<file path="config.mk">
export PLATFORM = sky130hd
export DESIGN_NAME = heq_map_divider
export DESIGN_NICKNAME = d
export VERILOG_FILES = /design/src/rtl/heq_map_divider.sv
export SDC_FILE = /design/constraint.sdc
export NUM_CORES = 1
export LEC_CHECK = 0
export CAP_MARGIN = 20
export CORE_UTILIZATION = 50
export DETAILED_ROUTE_END_ITERATION = 16
export HOLD_SLACK_MARGIN = 0.12
export PLACE_DENSITY = 0.71
export SLEW_MARGIN = 20
export SYNTH_ARGS = -nofsm -noshare
export SYNTH_HDL_FRONTEND = slang
export SYNTH_SLANG_ARGS = --single-unit
</file>
<file path="constraint.sdc">
create_clock -name clk_i -period 5.5 [get_ports clk_i]
set_input_delay 1.1 -clock clk_i [delete_from_list [all_inputs] [get_ports clk_i]]
set_output_delay 1.1 -clock clk_i [all_outputs]
set_load 0.02 [all_outputs]
</file>
<file path="src/rtl/heq_map_divider.sv">
// heq_map_divider
// Histogram-equalisation mapping unit. For each request it computes
//   g = ((cdf_in - cdf_min) * (2^PIX_W - 1)) / (num_pixels - cdf_min)
// using a bit-serial restoring divider (one quotient bit per clock).
// It clamps out-of-range quotients and short-circuits zero numerators and
// zero denominators.
//
// Build option: define HEQ_ROUND_EN to round half-up by adding D/2 to the
// numerator before dividing. Leave it undefined for truncating division.
// Latency is the same in both builds.
//
// Ports
//   clk_i, reset_i   : clock (rising edge) and synchronous active-high reset
//   in_valid_i       : request valid
//   in_ready_o       : block can accept a request (IDLE only)
//   cdf_in_i         : cumulative count of the current bin
//   cdf_min_i        : smallest non-zero CDF value
//   num_pixels_i     : total pixel count
//   out_valid_o      : result valid, held until out_ready_i
//   out_ready_i      : consumer accepts the result
//   g_out_o          : mapped grey level
//   sat_o            : quotient exceeded 2^PIX_W-1 and was clamped
//   div_zero_o       : denominator was zero
//
// state | meaning
// IDLE  | waiting for a request, in_ready high
// DIV   | one restoring-division step per cycle
// DONE  | result presented, waiting for out_ready
module heq_map_divider #(
    parameter int CDF_W = 16,
    parameter int PIX_W = 8
) (
    input  logic             clk_i,
    input  logic             reset_i,
    input  logic             in_valid_i,
    output logic             in_ready_o,
    input  logic [CDF_W-1:0] cdf_in_i,
    input  logic [CDF_W-1:0] cdf_min_i,
    input  logic [CDF_W-1:0] num_pixels_i,
    output logic             out_valid_o,
    input  logic             out_ready_i,
    output logic [PIX_W-1:0] g_out_o,
    output logic             sat_o,
    output logic             div_zero_o
);
    localparam int NUM_W = CDF_W + PIX_W;
    localparam int CNT_W = $clog2(NUM_W);
    localparam logic [PIX_W-1:0] G_MAX = '1;

    typedef enum logic [1:0] {IDLE, DIV, DONE} state_t;

    state_t           state_q;
    logic             in_ready_q;
    logic             out_valid_q;
    logic             sat_q;
    logic             div_zero_q;
    logic [PIX_W-1:0] g_q;
    // Dividend bits are shifted out of the top while quotient bits are
    // shifted in at the bottom, so one register holds both.
    logic [NUM_W-1:0] numq_q;
    logic [NUM_W-1:0] rem_q;
    logic [NUM_W:0]   den_q;
    logic [CNT_W-1:0] cnt_q;

    logic [CDF_W-1:0] diff_d;
    logic [CDF_W-1:0] den_d;
    logic [NUM_W-1:0] scaled_d;
    logic [NUM_W:0]   num_d;
    logic [NUM_W:0]   rem_sh_d;
    logic             q_bit_d;
    logic [NUM_W-1:0] rem_d;
    logic [NUM_W-1:0] quot_d;
    logic             quot_hi_d;

    // Operand preparation, only consumed in the accept cycle.
    always_comb begin
        diff_d   = (cdf_in_i < cdf_min_i) ? '0 : cdf_in_i - cdf_min_i;
        den_d    = (num_pixels_i < cdf_min_i) ? '0 : num_pixels_i - cdf_min_i;
        // diff * (2^PIX_W - 1) without a multiplier
        scaled_d = {diff_d, {PIX_W{1'b0}}} - {{PIX_W{1'b0}}, diff_d};
`ifdef HEQ_ROUND_EN
        num_d    = {1'b0, scaled_d} + {{(PIX_W+1){1'b0}}, den_d >> 1};
`else
        num_d    = {1'b0, scaled_d};
`endif
    end

    // One restoring step.
    always_comb begin
        rem_sh_d  = {rem_q, numq_q[NUM_W-1]};
        q_bit_d   = (rem_sh_d >= den_q);
        rem_d     = q_bit_d ? NUM_W'(rem_sh_d - den_q) : rem_sh_d[NUM_W-1:0];
        quot_d    = {numq_q[NUM_W-2:0], q_bit_d};
        quot_hi_d = |quot_d[NUM_W-1:PIX_W];
    end

    always_ff @(posedge clk_i) begin
        if (reset_i) begin
            state_q     <= IDLE;
            in_ready_q  <= 1'b0;
            out_valid_q <= 1'b0;
            g_q         <= '0;
            sat_q       <= 1'b0;
            div_zero_q  <= 1'b0;
            numq_q      <= '0;
            rem_q       <= '0;
            den_q       <= '0;
            cnt_q       <= '0;
        end else begin
            case (state_q)
                IDLE: begin
                    in_ready_q <= 1'b1;
                    if (in_valid_i && in_ready_q) begin
                        in_ready_q <= 1'b0;
                        sat_q      <= 1'b0;
                        div_zero_q <= 1'b0;
                        if (den_d == '0) begin
                            g_q         <= G_MAX;
                            div_zero_q  <= 1'b1;
                            out_valid_q <= 1'b1;
                            state_q     <= DONE;
                        end else if (diff_d == '0) begin
                            g_q         <= '0;
                            out_valid_q <= 1'b1;
                            state_q     <= DONE;
                        end else begin
                            numq_q  <= num_d[NUM_W-1:0];
                            // With rounding the dividend can carry into bit NUM_W.
                            // That bit seeds the remainder. D >= 2 whenever it is
                            // set, so the quotient still fits in NUM_W bits.
                            rem_q   <= {{(NUM_W-1){1'b0}}, num_d[NUM_W]};
                            den_q   <= {{(PIX_W+1){1'b0}}, den_d};
                            cnt_q   <= CNT_W'(NUM_W - 1);
                            state_q <= DIV;
                        end
                    end
                end
                DIV: begin
                    numq_q <= quot_d;
                    rem_q  <= rem_d;
                    if (cnt_q == '0) begin
                        out_valid_q <= 1'b1;
                        state_q     <= DONE;
                        if (quot_hi_d) begin
                            g_q   <= G_MAX;
                            sat_q <= 1'b1;
                        end else begin
                            g_q <= quot_d[PIX_W-1:0];
                        end
                    end else begin
                        cnt_q <= cnt_q - CNT_W'(1);
                    end
                end
                DONE: begin
                    if (out_ready_i) begin
                        out_valid_q <= 1'b0;
                        in_ready_q  <= 1'b1;
                        state_q     <= IDLE;
                    end
                end
                default: begin
                    state_q <= IDLE;
                end
            endcase
        end
    end

    assign in_ready_o  = in_ready_q;
    assign out_valid_o = out_valid_q;
    assign g_out_o     = g_q;
    assign sat_o       = sat_q;
    assign div_zero_o  = div_zero_q;

endmodule

</file>
==> results of run 1 <==
## critical path, cell delays in order
cell and delay [ns]:
sky130_fd_sc_hd__clkdlybuf4s50_1 0.46, sky130_fd_sc_hd__inv_1 0.05, sky130_fd_sc_hd__ha_1 0.20, sky130_fd_sc_hd__fa_1 0.40, sky130_fd_sc_hd__nand2b_4 0.17, sky130_fd_sc_hd__a211oi_4 0.27, sky130_fd_sc_hd__a41oi_2 0.16, sky130_fd_sc_hd__o21bai_1 0.25
sky130_fd_sc_hd__a21oi_2 0.16, sky130_fd_sc_hd__or2_2 0.34, sky130_fd_sc_hd__ha_1 0.29, sky130_fd_sc_hd__and3_1 0.22, sky130_fd_sc_hd__nand2_1 0.07, sky130_fd_sc_hd__nor2_1 0.12, sky130_fd_sc_hd__nand2_1 0.09, sky130_fd_sc_hd__nor4_1 0.24
sky130_fd_sc_hd__o31ai_1 0.12, sky130_fd_sc_hd__buf_4 0.15, sky130_fd_sc_hd__nand3_1 0.09, sky130_fd_sc_hd__xnor2_1 0.12, sky130_fd_sc_hd__nor2_1 0.05, sky130_fd_sc_hd__a211oi_1 0.24, sky130_fd_sc_hd__nor3_1 0.07
## registers in the layout, summed over array words and instances (netlist names)
| name | flops |
|---|---|
| sat_o | 1 |
| rem_q | 24 |
| out_valid_o | 1 |
| div_zero_o | 1 |
| state_q | 2 |
| numq_q | 24 |
| den_q | 16 |
| cnt_q | 5 |
| g_out_o | 8 |
| in_ready_o | 1 |
## cell type report
cell class              instances  share of cell area
well taps                     184              0.0258
repair buffers                123               0.124
clock buffers                   9              0.0253
flip-flops and latches         83               0.186
clock inverters                 7             0.00912
inverters                      59              0.0248
multi-input cells             802               0.605
## repair_timing
item / in CTS / in global routing
hold buffers: 0 / 0
hold endpoints to repair: 0 / 0
endpoints found under the setup margin: 0 / 8
setup buffers: 0 / 1
gates resized for setup: 0 / 8
## synth_stat cells, types with 4 or more instances
cell                        number
sky130_fd_sc_hd__a21oi_1        94
sky130_fd_sc_hd__o2bb2ai_1       7
sky130_fd_sc_hd__nand2_1        83
sky130_fd_sc_hd__a22oi_1        17
sky130_fd_sc_hd__buf_2           8
sky130_fd_sc_hd__a21o_1         13
sky130_fd_sc_hd__xnor2_1        31
sky130_fd_sc_hd__nor2b_1        10
sky130_fd_sc_hd__or3_1           5
sky130_fd_sc_hd__mux2_2         12
sky130_fd_sc_hd__xor2_1         26
sky130_fd_sc_hd__nor4_1         13
sky130_fd_sc_hd__nor3_1         39
sky130_fd_sc_hd__ha_1           63
sky130_fd_sc_hd__o211a_1         4
sky130_fd_sc_hd__nor2_1        109
sky130_fd_sc_hd__a211oi_1       21
sky130_fd_sc_hd__or2_2           9
sky130_fd_sc_hd__a41oi_1         4
sky130_fd_sc_hd__o211ai_1       20
sky130_fd_sc_hd__o21ai_0        40
sky130_fd_sc_hd__clkbuf_1       33
sky130_fd_sc_hd__nor3b_1         6
sky130_fd_sc_hd__a31oi_1         7
sky130_fd_sc_hd__nand3_1        30
sky130_fd_sc_hd__and2_1          6
sky130_fd_sc_hd__dfxtp_1        83
sky130_fd_sc_hd__a311oi_1        7
sky130_fd_sc_hd__inv_1          59
sky130_fd_sc_hd__o21bai_1        5
sky130_fd_sc_hd__mux2i_1        10
sky130_fd_sc_hd__and3_1          8
sky130_fd_sc_hd__nand2b_1       24
sky130_fd_sc_hd__o21a_1          8
sky130_fd_sc_hd__nand4_1         8
## through the flow
stage | std cells | util | cell area [µm²] | power [W] | worst slack [ns]
floorplan | 990 | - | 7420 | 0.00184 | 0.347
global placement | 1250 | 0.588 | 8540 | 0.00228 | 0.0963
detailed placement | 1250 | 0.588 | 8540 | 0.00230 | -0.119
CTS | 1266 | 0.609 | 8850 | 0.00293 | 0.242
global route | 1267 | 0.613 | 8910 | 0.00315 | 0.0119
finish | 1267 | 0.613 | 8910 | 0.00294 | 0.256
## where the power goes
part / internal (W) / switching, W
Combinational: 0.000698 / 0.000885
Sequential: 0.000679 / 0.0000535
Clock: 0.000358 / 0.000265
Total: 0.00174 / 0.00120
## cell families (layout without fill, tap and decap cells)
logic type,count (synthesis),in the layout,synth area share
DFF,83,83,0.224
and+or+nand+nor,362,362,0.233
adders and majority gates,66,66,0.114
AOI/OAI and AO/OA,295,295,0.272
xor gates and xnor gates,57,57,0.0673
buffers and inverters,105,198,0.0575
muxes,22,22,0.0317
## final timing paths
kind / from / to / slack [ns]
max reg2reg: den_q[1] / rem_q[10] / 2.36
min: rem_q[23] / rem_q[23] / 0.47
min reg2reg: rem_q[23] / rem_q[23] / 0.47
max: cdf_in_i[0] / numq_q[20] / 0.26
## metal layers
layer / global-route usage / vias up
met1: 0.356 / 3388
met3: 0.0339 / 21
li1: - / 3759
met5: 0 / -
met4: 0.0633 / 0
met2: 0.434 / 203
==> impl_metrics.prom, run 1 <==
# TYPE chip_impl_metric gauge
chip_impl_info{name="outcome",value="complete, no violations"} 1
chip_impl_metric{name="synth.yosys.seq_area_share",unit=""} 0.224
chip_impl_metric{name="drc_errors",unit=""} 0
chip_impl_info{name="holdCritPathClass",value="reg2reg"} 1
chip_impl_metric{name="cts_buffers",unit=""} 9
chip_impl_metric{name="rows",unit=""} 44
chip_impl_metric{name="detail_route.iter0.violations",unit=""} 554
chip_impl_metric{name="post_synth_inst_count",unit=""} 990
chip_impl_metric{name="antenna_violating_nets_post_route",unit=""} 0
chip_impl_metric{name="maximum_root_to_sink_buffer_count",unit=""} 2
chip_impl_metric{name="worstPathArrival",unit="ns"} 5.43
chip_impl_metric{name="maximum_number_of_pins_on_one_net_before_global_route_repair",unit=""} 57
chip_impl_info{name="rsz_0062_raised_after_global_routing",value="no"} 1
chip_impl_metric{name="via_count",unit=""} 7371
chip_impl_metric{name="gr-usage-all-layers",unit=""} 0.261
chip_impl_metric{name="async_reset_ff_frac",unit=""} 0
chip_impl_metric{name="met3_length",unit="µm"} 920
chip_impl_metric{name="final-seq-area",unit="µm²"} 1660
chip_impl_metric{name="num-nets-final",unit=""} 1196
chip_impl_info{name="cts_root_buffer",value="sky130_fd_sc_hd__clkbuf_16"} 1
chip_impl_metric{name="flow.area_growth_from_synthesis",unit="%"} 20.1
chip_impl_metric{name="synth_top_area_frac",unit=""} 0.224
chip_impl_metric{name="dieWidth",unit="µm"} 124
chip_impl_info{name="crit_type",value="in2reg"} 1
chip_impl_metric{name="worst-slew-pin-transition",unit="ns"} 1.06
chip_impl_metric{name="routed-wl-met2",unit="µm"} 9150
chip_impl_metric{name="final-max-slew-violation-count",unit=""} 0
chip_impl_metric{name="buffer_ports.inserted",unit=""} 63
chip_impl_metric{name="hold_viol",unit=""} 0
chip_impl_metric{name="max_cap_viol_count",unit=""} 0
chip_impl_metric{name="initial_antenna_violation_count",unit=""} 0
chip_impl_metric{name="achievable-frequency",unit="MHz"} 191
chip_impl_metric{name="multi_input_area",unit="µm²"} 5390
chip_impl_metric{name="grt_first_pass_wirelength",unit="µm"} 32000
chip_impl_metric{name="hold-path-cell-count",unit=""} 2
chip_impl_metric{name="reg2reg_depth",unit=""} 12
chip_impl_metric{name="io-pin-count",unit=""} 64
chip_impl_metric{name="synth.avg_cell_area",unit="µm²"} 7.50
chip_impl_metric{name="worstSkewPairLatency",unit="ns"} 0.35
chip_impl_metric{name="setup_total_negative_slack",unit="ns"} 0
chip_impl_metric{name="mappedNetlistNets",unit=""} 1108
chip_impl_metric{name="grt_pass1_vias",unit=""} 6619
chip_impl_metric{name="final_setup_vio_count",unit=""} 0
chip_impl_metric{name="estimated_wirelength_of_the_detail_placed_design",unit="µm"} 15000
chip_impl_metric{name="start_util",unit=""} 0.511
chip_impl_metric{name="whs",unit="ns"} 0.469
chip_impl_metric{name="p_per_area",unit="nW/µm²"} 330
chip_impl_metric{name="globalRoute.totalOverflow",unit=""} 0
chip_impl_metric{name="synth.distinct_cells",unit=""} 74
chip_impl_metric{name="synth_enable_flop_cells",unit=""} 0
chip_impl_metric{name="clk_transition_reported_paths",unit="ns"} 0.06
chip_impl_info{name="start_kind",value="primary input"} 1
chip_impl_metric{name="post-route-min-period",unit="ns"} 5.24
chip_impl_info{name="synth_top_cell_by_area",value="sky130_fd_sc_hd__dfxtp_1"} 1
chip_impl_metric{name="firstDrtPassIters",unit=""} 7
chip_impl_metric{name="post-route-period-util",unit=""} 0.953
chip_impl_metric{name="worstPathMaxFanout",unit=""} 8
chip_impl_info{name="most_common_library_cell_in_the_layout_ignoring_fill_and_taps",value="sky130_fd_sc_hd__nor2_1"} 1
chip_impl_metric{name="number_of_filler_instances_in_the_final_layout",unit=""} 1369
chip_impl_metric{name="post_drt_via_cell_ratio",unit=""} 5.82
chip_impl_metric{name="die_area",unit="µm²"} 15300
chip_impl_metric{name="num_antenna_cells",unit=""} 0
chip_impl_metric{name="max_slew_margin",unit=""} 0.295
chip_impl_metric{name="route.detailed.wl_per_inst",unit="µm"} 15.4
chip_impl_info{name="clock_tree_from_tritoncts",value="built"} 1
chip_impl_info{name="leading_cell_types_in_the_layout_fill_and_taps_excluded",value="sky130_fd_sc_hd__nor2_1 (109), sky130_fd_sc_hd__a21oi_1 (92), sky130_fd_sc_hd__nand2_1 (83), sky130_fd_sc_hd__dfxtp_1 (83), sky130_fd_sc_hd__clkdlybuf4s50_1 (62)"} 1
chip_impl_metric{name="cp.required",unit="ns"} 5.68
chip_impl_metric{name="yosysWarningCount",unit=""} 0
chip_impl_metric{name="coreArea",unit="µm²"} 14500
chip_impl_metric{name="route.final.wire_length",unit="µm"} 19500
chip_impl_info{name="dr.max_layer_used",value="met4"} 1
chip_impl_metric{name="total_leakage_power",unit="nW"} 3.64
chip_impl_metric{name="synth_seq_cells",unit=""} 83
chip_impl_info{name="ys.flop_type",value="sky130_fd_sc_hd__dfxtp_1"} 1
chip_impl_metric{name="power.ir.vdd_worst",unit="V"} 0.000158
chip_impl_metric{name="max_h_tree_level",unit=""} 3
chip_impl_metric{name="fraction_of_final_layout_cells_sized_beyond_drive_strength_1",unit=""} 0.116
chip_impl_metric{name="mappedNetlistArea",unit="µm²"} 7420
chip_impl_info{name="cp-end-kind",value="flip-flop"} 1
chip_impl_metric{name="floorplan.die.height",unit="µm"} 124
chip_impl_metric{name="clock_sink_count",unit=""} 83
chip_impl_metric{name="routabilityCongestion",unit=""} 1.01
chip_impl_info{name="yosys-top-cells-area",value="sky130_fd_sc_hd__dfxtp_1 (22%), sky130_fd_sc_hd__ha_1 (11%), sky130_fd_sc_hd__a21oi_1 (6.3%)"} 1
chip_impl_metric{name="skew",unit="ns"} 0.00948
chip_impl_metric{name="drt-met1-wl",unit="µm"} 9200
Power figures use the tool's default switching activity.
==> run 2: changes to the inputs <==
REMOVE_ABC_BUFFERS = 1   (was default)
==> run 2 against run 1 <==
Net effect:
- non-clock buffer count rose by 10
- hold slack improved by 0.0037 ns
- total power up 0.63%
- clock power fell by 2%
- critical path depth is 1 higher
- register-to-register slack about the same
- sequential cell count is the same
- sequential power barely moved
- worst setup slack better by 0.050 ns
- combinational power hardly changed
- highest routed layer unchanged
- maximum frequency grew 0.96%
- first-iteration DRC count grew 0.90%
==> impl_metrics.prom, run 2 (synthesized netlist as in run 1, its figures left out) <==
# TYPE chip_impl_metric gauge
chip_impl_info{name="outcome",value="complete, no violations"} 1
chip_impl_metric{name="num-nets-final",unit=""} 1206
chip_impl_metric{name="final-max-slew-violation-count",unit=""} 0
chip_impl_metric{name="post_cts_hold_buffer_count",unit=""} 0
chip_impl_info{name="start_kind",value="primary input"} 1
chip_impl_metric{name="floorplan.die.height",unit="µm"} 124
chip_impl_metric{name="drt-met1-wl",unit="µm"} 9470
chip_impl_metric{name="p_total",unit="W"} 0.00296
chip_impl_info{name="largest_registers_in_the_final_layout",value="numq_q x24, rem_q x24, den_q x16"} 1
chip_impl_info{name="cts_root_buffer",value="sky130_fd_sc_hd__clkbuf_16"} 1
chip_impl_metric{name="worstPathMaxFanout",unit=""} 5
chip_impl_metric{name="final_setup_vio_count",unit=""} 0
chip_impl_info{name="r2r-start",value="den_q[1]"} 1
chip_impl_metric{name="io-pin-count",unit=""} 64
chip_impl_metric{name="post_drt_via_cell_ratio",unit=""} 5.80
chip_impl_metric{name="whs",unit="ns"} 0.473
chip_impl_metric{name="coreArea",unit="µm²"} 14500
chip_impl_metric{name="max_cap_viol_count",unit=""} 0
chip_impl_metric{name="worst-slew-pin-transition",unit="ns"} 0.725
chip_impl_metric{name="detail_route.iter0.violations",unit=""} 559
chip_impl_metric{name="antenna_violating_nets_post_route",unit=""} 0
chip_impl_metric{name="clock_sink_count",unit=""} 83
chip_impl_metric{name="post-route-period-util",unit=""} 0.944
chip_impl_metric{name="met3_length",unit="µm"} 835
chip_impl_metric{name="worstSkewPairLatency",unit="ns"} 0.35
chip_impl_metric{name="dieWidth",unit="µm"} 124
chip_impl_metric{name="buffer_ports.inserted",unit=""} 63
chip_impl_metric{name="globalRoute.totalOverflow",unit=""} 0
chip_impl_metric{name="estimated_wirelength_of_the_detail_placed_design",unit="µm"} 15300
chip_impl_metric{name="final_design_area_excluding_fillers",unit="µm²"} 8970
chip_impl_info{name="leading_cell_types_in_the_layout_fill_and_taps_excluded",value="sky130_fd_sc_hd__nor2_1 (109), sky130_fd_sc_hd__a21oi_1 (93), sky130_fd_sc_hd__nand2_1 (83), sky130_fd_sc_hd__dfxtp_1 (83), sky130_fd_sc_hd__buf_4 (68)"} 1
chip_impl_metric{name="max_h_tree_level",unit=""} 3
chip_impl_metric{name="routed-wl-met2",unit="µm"} 8840
chip_impl_metric{name="post-route-min-period",unit="ns"} 5.19
chip_impl_metric{name="clk_transition_reported_paths",unit="ns"} 0.06
chip_impl_metric{name="route.detailed.wl_per_inst",unit="µm"} 15.3
chip_impl_metric{name="total_leakage_power",unit="nW"} 3.68
chip_impl_info{name="startpoint",value="cdf_in_i[0]"} 1
chip_impl_metric{name="maximum_root_to_sink_buffer_count",unit=""} 2
chip_impl_metric{name="die_area",unit="µm²"} 15300
chip_impl_metric{name="dpl_cell_area",unit="µm²"} 8620
chip_impl_info{name="clock_tree_from_tritoncts",value="built"} 1
chip_impl_metric{name="routabilityCongestion",unit=""} 0.922
chip_impl_metric{name="cts_buffers",unit=""} 9
chip_impl_info{name="dr.max_layer_used",value="met4"} 1
chip_impl_metric{name="fraction_of_final_layout_cells_sized_beyond_drive_strength_1",unit=""} 0.120
chip_impl_metric{name="maximum_number_of_pins_on_one_net_before_global_route_repair",unit=""} 38
chip_impl_metric{name="grt_pass1_vias",unit=""} 6752
chip_impl_info{name="timing.hold.worst.start",value="g_out_o[5]"} 1
chip_impl_metric{name="power.ir.vdd_worst",unit="V"} 0.000184
chip_impl_metric{name="route.final.wire_length",unit="µm"} 19500
chip_impl_metric{name="initial_antenna_violation_count",unit=""} 0
chip_impl_metric{name="number_of_filler_instances_in_the_final_layout",unit=""} 1349
chip_impl_metric{name="multi_input_area",unit="µm²"} 5380
chip_impl_metric{name="num_antenna_cells",unit=""} 0
chip_impl_metric{name="start_util",unit=""} 0.511
chip_impl_metric{name="grt_first_pass_wirelength",unit="µm"} 32400
chip_impl_metric{name="max_slew_margin",unit=""} 0.512
chip_impl_info{name="crit_type",value="in2reg"} 1
chip_impl_metric{name="drc_errors",unit=""} 0
chip_impl_info{name="cp-end-kind",value="flip-flop"} 1
chip_impl_metric{name="rows",unit=""} 44
chip_impl_info{name="most_common_library_cell_in_the_layout_ignoring_fill_and_taps",value="sky130_fd_sc_hd__nor2_1"} 1
chip_impl_metric{name="final-instance-count-excl-fill",unit=""} 1277
chip_impl_metric{name="worstPathArrival",unit="ns"} 5.41
chip_impl_metric{name="p_per_area",unit="nW/µm²"} 330
chip_impl_metric{name="flow.area_growth_from_synthesis",unit="%"} 20.9
chip_impl_metric{name="firstDrtPassIters",unit=""} 5
chip_impl_info{name="holdCritPathClass",value="reg2reg"} 1
chip_impl_metric{name="cp.required",unit="ns"} 5.72
chip_impl_metric{name="achievable-frequency",unit="MHz"} 193
chip_impl_metric{name="gr-usage-all-layers",unit=""} 0.265
chip_impl_metric{name="via_count",unit=""} 7406
chip_impl_metric{name="final-seq-area",unit="µm²"} 1660
chip_impl_metric{name="hold_viol",unit=""} 0
chip_impl_metric{name="skew",unit="ns"} 0.00954
chip_impl_metric{name="dp_cells",unit=""} 1260
run 2: cell count changes in the layout (fill, tap and decap cells not counted), moves of 2 or more:
cell	previous run	this run
sky130_fd_sc_hd__buf_4	58	68
sky130_fd_sc_hd__clkbuf_1	0	2
sky130_fd_sc_hd__inv_6	3	0
sky130_fd_sc_hd__clkinv_4	2	0
sky130_fd_sc_hd__ha_1	61	63
run 2: metrics by stage:
step | setup TNS [ns] | utilization | setup WS [ns]
finish | 0 | 0.617 | 0.306
global route | -0.0290 | 0.617 | -0.0290
CTS | 0 | 0.613 | 0.286
detailed placement | -0.207 | 0.593 | -0.0764
global placement | 0 | 0.593 | 0.0517
floorplan | -9.84 | - | -0.437
run 2: power breakdown:
part	switching [W]	internal [W]	leakage [nW]
combinational	0.000890	0.000723	2.87
clock	0.000248	0.000364	0.139
sequential	0.0000537	0.000680	0.672
run 2: worst paths after layout:
| path | end | slack, ns | cells past startpoint |
|---|---|---|---|
| setup reg to reg | rem_q[20] | 2.35 | 13 |
| hold / removal | g_out_o[5] | 0.47 | 2 |
| hold reg to reg | g_out_o[5] | 0.47 | 2 |
| setup / recovery | numq_q[20] | 0.31 | 24 |
run 2: critical path: stages:
cell	delay [ns]
sky130_fd_sc_hd__clkdlybuf4s50_1	0.45
sky130_fd_sc_hd__inv_1	0.05
sky130_fd_sc_hd__ha_1	0.25
sky130_fd_sc_hd__fa_2	0.37
sky130_fd_sc_hd__nand2b_4	0.17
sky130_fd_sc_hd__a211oi_4	0.28
sky130_fd_sc_hd__a41oi_2	0.16
sky130_fd_sc_hd__buf_4	0.18
sky130_fd_sc_hd__o31ai_2	0.23
sky130_fd_sc_hd__buf_4	0.16
sky130_fd_sc_hd__nand2b_1	0.07
sky130_fd_sc_hd__ha_1	0.30
sky130_fd_sc_hd__a21o_1	0.19
sky130_fd_sc_hd__a21oi_2	0.16
sky130_fd_sc_hd__nand2b_1	0.11
sky130_fd_sc_hd__a21oi_1	0.09
sky130_fd_sc_hd__o2bb2ai_1	0.13
sky130_fd_sc_hd__o31ai_1	0.23
sky130_fd_sc_hd__buf_4	0.15
sky130_fd_sc_hd__nand3_1	0.09
sky130_fd_sc_hd__xnor2_1	0.15
sky130_fd_sc_hd__nor2_1	0.06
sky130_fd_sc_hd__a211oi_1	0.17
sky130_fd_sc_hd__nor3_1	0.07
run 2: cell type report:
type,instances,share of cell area
multi-input cells,802,0.600
flip-flops and latches,83,0.185
repair buffers,133,0.131
clock buffers,12,0.0275
well taps,184,0.0257
inverters,59,0.0247
clock inverters,4,0.00558
run 2: per-layer routing:
| layer | track usage | vias to the layer above |
|---|---|---|
| li1 | - | 3785 |
| met1 | 0.364 | 3427 |
| met2 | 0.426 | 170 |
| met3 | 0.0408 | 24 |
| met4 | 0.0791 | 0 |
| met5 | 0 | - |
run 2: what timing repair did:
item | CTS | global route
buffers inserted | 0 | 1
endpoints found under the setup margin | 0 | 7
endpoints found under the hold margin | 0 | 0
gates resized for setup | 0 | 8
==> run 3: changes to the inputs <==
CAP_MARGIN = 0   (was 20)
==> results of run 3 <==
No change in the layout: final DEF, timing and power equal those of run 2.
